<file path="src/rtl/pts_wrapper.sv">
// pts_wrapper: parallel-to-serial frame unloader.
// Captures NUM_WORDS words of WORD_W bits in a single cycle and then presents
// them one word per shift_strobe on serial_out, word 0 first.
// Optional feature macro: PTS_RELOAD_EN. When it is defined, a load that
// coincides with the final strobe of a frame starts the next frame with no
// idle bubble. When it is undefined, that load is dropped and flagged.
module pts_wrapper #(
    parameter int NUM_WORDS = 48,
    parameter int WORD_W    = 16
) (
    input  logic                              clk,
    input  logic                              rst,
    input  logic                              load,
    input  logic [NUM_WORDS-1:0][WORD_W-1:0]  data_par,
    input  logic                              shift_strobe,
    output logic [WORD_W-1:0]                 serial_out,
    output logic                              out_valid,
    output logic                              busy,
    output logic                              done,
    output logic                              load_drop
);

    localparam int IDX_W = (NUM_WORDS > 1) ? $clog2(NUM_WORDS) : 1;
    localparam logic [IDX_W-1:0] LAST_IDX = IDX_W'(NUM_WORDS - 1);

`ifdef PTS_RELOAD_EN
    localparam bit RELOAD_EN = 1'b1;
`else
    localparam bit RELOAD_EN = 1'b0;
`endif

    typedef enum logic {
        S_IDLE  = 1'b0,
        S_SHIFT = 1'b1
    } state_t;

    state_t               state_q, state_d;
    logic [IDX_W-1:0]     idx_q, idx_d;
    logic [WORD_W-1:0]    serial_q, serial_d;
    logic                 valid_q, valid_d;
    logic                 done_q, done_d;
    logic                 drop_q, drop_d;
    logic                 capture;
    logic [IDX_W-1:0]     idx_inc;
    logic [WORD_W-1:0]    buf_word [NUM_WORDS];

    assign idx_inc = idx_q + 1'b1;

    // Frame buffer: every word is captured together when a load is accepted
    // and otherwise holds, so data_par changes never disturb a frame in flight.
    generate
        for (genvar gi = 0; gi < NUM_WORDS; gi++) begin : g_buf
            logic [WORD_W-1:0] word_q;

            // Capture word gi of the incoming frame on an accepted load.
            always_ff @(posedge clk) begin
                if (capture) begin
                    word_q <= data_par[gi];
                end
            end

            assign buf_word[gi] = word_q;
        end
    endgenerate

    // Next-state, next-word and flag computation for the IDLE/SHIFT machine.
    always_comb begin
        state_d  = state_q;
        idx_d    = idx_q;
        serial_d = serial_q;
        valid_d  = valid_q;
        done_d   = 1'b0;
        drop_d   = 1'b0;
        capture  = 1'b0;
        case (state_q)
            S_IDLE: begin
                // Strobes in IDLE are ignored entirely.
                if (load) begin
                    capture  = 1'b1;
                    idx_d    = '0;
                    serial_d = data_par[0];
                    valid_d  = 1'b1;
                    state_d  = S_SHIFT;
                end
            end
            S_SHIFT: begin
                if (shift_strobe && (idx_q == LAST_IDX)) begin
                    // Last word consumed: the frame is complete.
                    done_d = 1'b1;
                    if (load && RELOAD_EN) begin
                        capture  = 1'b1;
                        idx_d    = '0;
                        serial_d = data_par[0];
                        valid_d  = 1'b1;
                    end else begin
                        state_d  = S_IDLE;
                        idx_d    = '0;
                        serial_d = '0;
                        valid_d  = 1'b0;
                        drop_d   = load;
                    end
                end else begin
                    // A load mid-frame is refused; the buffer is untouched.
                    drop_d = load;
                    if (shift_strobe) begin
                        idx_d    = idx_inc;
                        serial_d = buf_word[idx_inc];
                    end
                end
            end
            default: begin
                state_d  = S_IDLE;
                idx_d    = '0;
                serial_d = '0;
                valid_d  = 1'b0;
            end
        endcase
    end

    // State and registered outputs; reset overrides load and strobe.
    always_ff @(posedge clk) begin
        if (rst) begin
            state_q  <= S_IDLE;
            idx_q    <= '0;
            serial_q <= '0;
            valid_q  <= 1'b0;
            done_q   <= 1'b0;
            drop_q   <= 1'b0;
        end else begin
            state_q  <= state_d;
            idx_q    <= idx_d;
            serial_q <= serial_d;
            valid_q  <= valid_d;
            done_q   <= done_d;
            drop_q   <= drop_d;
        end
    end

    assign serial_out = serial_q;
    assign out_valid  = valid_q;
    assign busy       = valid_q;
    assign done       = done_q;
    assign load_drop  = drop_q;

endmodule

</file>
<file path="config.mk">
export PLATFORM = sky130hd
export DESIGN_NAME = pts_wrapper
export DESIGN_NICKNAME = d
export VERILOG_FILES = /design/src/rtl/pts_wrapper.sv
export SDC_FILE = /design/constraint.sdc
export NUM_CORES = 1
export LEC_CHECK = 0
export ABC_CLOCK_PERIOD_IN_PS = 35100
export BUFFER_PORTS_ARGS = -buffer_cell sky130_fd_sc_hd__buf_2
export CAP_MARGIN = 20
export CORE_AREA = 2 2 308 310
export DETAILED_ROUTE_END_ITERATION = 6
export DIE_AREA = 0 0 310 312
export HOLD_SLACK_MARGIN = 0.08
export PLACE_DENSITY_LB_ADDON = 0.05
export RECOVER_POWER = 50
export SYNTH_ARGS = -nofsm -noshare
export SYNTH_HDL_FRONTEND = slang
export SYNTH_SLANG_ARGS = --single-unit
</file>
<file path="constraint.sdc">
create_clock -name clk -period 35.1 [get_ports clk]
set_clock_uncertainty 0.05 [all_clocks]
set_input_delay 7.02 -clock clk [delete_from_list [all_inputs] [get_ports clk]]
set_output_delay 7.02 -clock clk [all_outputs]
set_load 0.005 [all_outputs]
</file>
# Word level (Yosys, flattened, before mapping)
# Index checks and enable logic that the tools add are counted.
# word_totals
reg_bits,794
inputBits,772
out_inout_bits,20
wordCells,85
# op_classes
add_sub_neg,1
order_cmp,1
n_eq_ne,4
mux,19
bitwise,2
reduce_logical,4
# ops
op,count
$bmux W16 S6,1
$mux W16,5
$pmux W16 S2,1
$mux W6,3
$pmux W6 S2,1
$ge A7 B7 Y1 const B,1
$not A6 Y7,1
$add A6 B1 Y6 const B,1
$eq A6 B6 Y1 const B,1
$mux W1,6
$pmux W1 S2,2
$reduce_and A2 Y1,2
$ne A3 B2 Y1 const B,1
$ne A2 B1 Y1 const B,1
$ne A2 B2 Y1 const B,1
$reduce_or A2 Y1,1
$logic_and A1 B1 Y1,1
$not A1 Y1,1

# Logic depth before layout (Yosys ltp)
# depth
depth_word,8
depth_mapped,10
mapped_depth_nobuf,6

# Worst setup path after synthesis
# OpenSTA, ideal clock, no wires.
# synth_timing
path_type,input to register
start,input load
end,register serial_q[10] (netlist: serial_out[10])
setup_ns,0.074
arrival_ns,31.196
t_required_ns,34.976
slack_ns,3.780
path_stages,6
n_path_buf,1
path_cell_list,nand2b_1 inv_1 buf_1 a22oi_1 o221a_2 a31oi_1
# synth_via
elab_chain_len,2
# synth_lines
item,line,rtl
from (decl),13,"input logic load,"
$ne A2 B2 Y1 (no line),n/a,
$reduce_and A2 Y1 (no line),n/a,
to (signal assigned),132,serial_q <= serial_d;
to (decl),39,"logic [WORD_W-1:0] serial_q, serial_d;"
# No other way between the ends.
# A chain may end at the register's enable or synchronous reset.

# Final worst setup path
# layout_timing
start,input load
end,register serial_q[1] (netlist: serial_out[1])
# Same word-level chain as after synthesis.

==> out/qor_table.md <==
| Metric | This run | Unit |
| --- | --- | --- |
| Full die area | 96,700 | um^2 |
| Required time reported for the critical path endpoint | 35,640 | ps |
| Count of maximum capacitance violations | 1 | - |
| Worst-path maximum fanout | 107 | - |
| TritonCTS clock tree | yes | - |
| CTS Hold Bufs | 0 | - |
| HPWL reported at the end of detailed placement | 79,100 | um |
| Clock H-tree levels | 3 | - |
| DR iter-0 viols | 1,377 | - |
| Startpoint class of the critical path | primary input | - |
| Post-synthesis instance area | 31,000 | um^2 |
| Number of remaining DRC errors | 0 | - |
| Post-synth top flop | edfxtp_1 | - |
| Leakage power | 13.7 | nW |
| Area overhead of the layout relative to synthesis | 26.7 | % |
| Overflow after GRT | 0 | - |
| Distinct cell type count after synthesis | 53 | - |
| Post-route fraction of the period consumed by the critical path | 0.389 | - |
| Slew @ Worst Pin | 4660 | ps |
| Number of enable-type register cells in the synthesized netlist | 768 | - |
| Count of clock tree sinks | 794 | - |
| Class of the most critical setup path | in -> reg | - |
| Cell types occupying the most area after synthesis | edfxtp_1 74%, mux4_2 14%, dfxtp_1 1.7%, a21boi_0 1.6%, nor2b_1 1.3% | - |
| Number of vias after detailed routing | 17,800 | - |
| Area occupied by multi-input gates | 6990 | um^2 |
| Vias in the first global route | 19,100 | - |
| GPL Wtd Cong | 0.795 | - |
| Maximum number of pins on one net before global-route repair | 108 | - |
| Result of the run | finished, violations left | - |
| Sequential cell area in the final layout | 23,600 | um^2 |
| Post-layout net count | 3,024 | - |
| Port Buf Inserts | 791 | - |
| Synth Register Bits | 794 | - |
| CTS clock-pin slew for the worst setup and hold paths | 60 | ps |
| Area share of the largest cell type after synthesis | 0.745 | - |
| Max-Slew Margin vs Limit | -2.12 | - |
| Hold slack final | 540 | ps |
| Most common cell after layout, fill and taps aside | edfxtp_1 | - |
| TritonCTS Buffers | 91 | - |
| Failing checks | max-capacitance violations, max-slew violations | - |
| Sequential area share after synthesis | 0.762 | - |
| Routed Antenna Nets | 0 | - |
| Arrival time worst endpoint | 14,200 | ps |
| Final period demand of the worst path | 13,660 | ps |
| Root buf cell | clkbuf_16 | - |
| Starting density of the core | 0.333 | - |
| Final setup violation count | 0 | - |
| Initial antenna violation count | 107 | - |
| Total routed wirelength | 105,000 | um |
| Number of cells upsized or downsized after cts | 0 | - |
| Core area | 93,000 | um^2 |
| Number of standard cells after synthesis | 1,416 | - |
| First-pass iteration count of the detailed router | 5 | - |
| Mean instance size in the synthesized netlist | 21.9 | um^2 |
| Final sum of negative setup slack | 0 | ps |
| Deepest clock path buffer count | 3 | - |
| Final Core Density | 0.421 | - |
| Layout cells sized above 1 | 0.474 | - |
| Achievable frequency | 73.2 | MHz |
| Insertion delay to the later sink of the worst-skew pair | 660 | ps |
| Height of the die | 312 | um |
| Leading cell types in the layout, fill and taps excluded | 768 x edfxtp_1, 725 x buf_2, 192 x mux4_2, 95 x clkbuf_16, 88 x clkbuf_1 | - |
| Max-slew violation count | 108 | - |
| Number of fill cells in the layout | 8,464 | - |
| Kind of path behind the tightest hold check | reg -> reg | - |
| Total global-route track usage | 0.213 | - |
| Width of the die | 310 | um |
| Final hold viol count | 0 | - |
| Dominant cell type by area after synthesis | edfxtp_1 | - |
| Endpoint class of the critical path | flop | - |
| WL per Instance | 29.0 | um |
| Post-Syn Nets | 2,189 | - |
| Yosys warns | 0 | - |
| Setup repair after global routing missed its margin | no | - |
| Placement row count | 112 | - |
| Slack of the worst reg-to-reg path | 27,350 | ps |
| Max VDD drop | 0.0401 | mV |
| Total power divided by cell area | 55.6 | nW/um^2 |
| Buffers inserted by post-CTS timing repair | 0 | - |
| Wire length of the first global-routing pass | 142,000 | um |
| Number of primary I/O pins | 792 | - |
| Per-cell via count in the routed design | 4.92 | - |
| Share of flip-flops with an asynchronous set or reset after synthesis | 0 | - |
==> state kept, by name, summed over array words and instances (netlist names) <==
signal	flops
busy	1
done	1
g_buf.word_q	768
idx_q	6
load_drop	1
serial_out	16
state_q	1
==> layer usage <==
metal,track usage,vias to the layer above,part of all wire
met4,0.0721,72,0.030
met2,0.356,717,0.50
li1,-,7750,-
met3,0.0850,234,0.095
met1,0.250,9038,0.37
met5,0,-,0.0042
==> cell type report <==
cell class	instances	share of cell area
flip-flops and latches	794	0.602
multi-input cells	533	0.178
repair buffers	828	0.106
clock buffers	118	0.0628
well taps	1254	0.0400
clock inverters	49	0.00798
diodes	41	0.00262
inverters	3	0.000319
==> synthesized netlist by cell type (2+ instances only) <==
library cell and n:
edfxtp_1 768, mux4_2 192, nor2b_1 66, a21boi_0 65
mux2i_1 34, o41ai_1 32, buf_2 27, clkbuf_1 27
dfxtp_1 26, a31oi_1 16, nor2_1 15, a21oi_1 14
a22oi_1 14, buf_6 14, a21o_1 12, buf_1 12
o221a_2 8, buf_4 6, nor3_1 6, nand2_1 5
and3_1 4, o21a_1 4, o221a_1 4, o221ai_1 4
a311oi_1 3, inv_1 3, o21ai_0 3, a21boi_1 2
and2_1 2, nand2b_1 2, nand3b_1 2, nand4b_1 2
nor3b_1 2
==> power by group <==
group / internal, mW / total, mW / switching, mW
Sequential: 1.10 / 1.12 / 0.0146
Clock: 0.515 / 0.896 / 0.382
Combinational: 0.0788 / 0.166 / 0.0872
Total: 1.70 / 2.18 / 0.483
==> worst max-delay path: stages <==
cell	delay (ps)
clkbuf_1	100
nand2b_1	210
clkinvlp_2	3460
a21oi_2	2660
a22oi_1	280
a21o_1	320
a31oi_1	120
==> through the flow <==
step	instances	setup WS [ps]	total power, mW	instance area [um^2]
6_report	3620	21440	2.18	39200
5_1_grt	3606	20480	2.26	39200
4_1_cts	3578	24480	2.21	39200
3_5_place_dp	3411	23750	1.31	36400
3_3_place_gp	3411	23930	1.30	36400
2_1_floorplan	1416	3780	1.26	31000
==> cells by family after synthesis <==
logic type / Yosys count / synth area share
fa+ha+maj: 1 / 0.000404
compound gates: 191 / 0.0489
xor+xnor: 1 / 0.000283
simple gates: 114 / 0.0219
mux: 226 / 0.151
flops: 794 / 0.762
buf+inv: 89 / 0.0160
==> worst paths after layout <==
path / start / to / depth (start not counted)
worst max-delay path: load / serial_out[1] / 7
worst min-delay path: serial_out[0] / serial_out[0] / 2
worst max register to register: state_q / serial_out[1] / 6
worst min register to register: serial_out[0] / serial_out[0] / 2
Note: power is estimated with default switching activity, not from simulation.
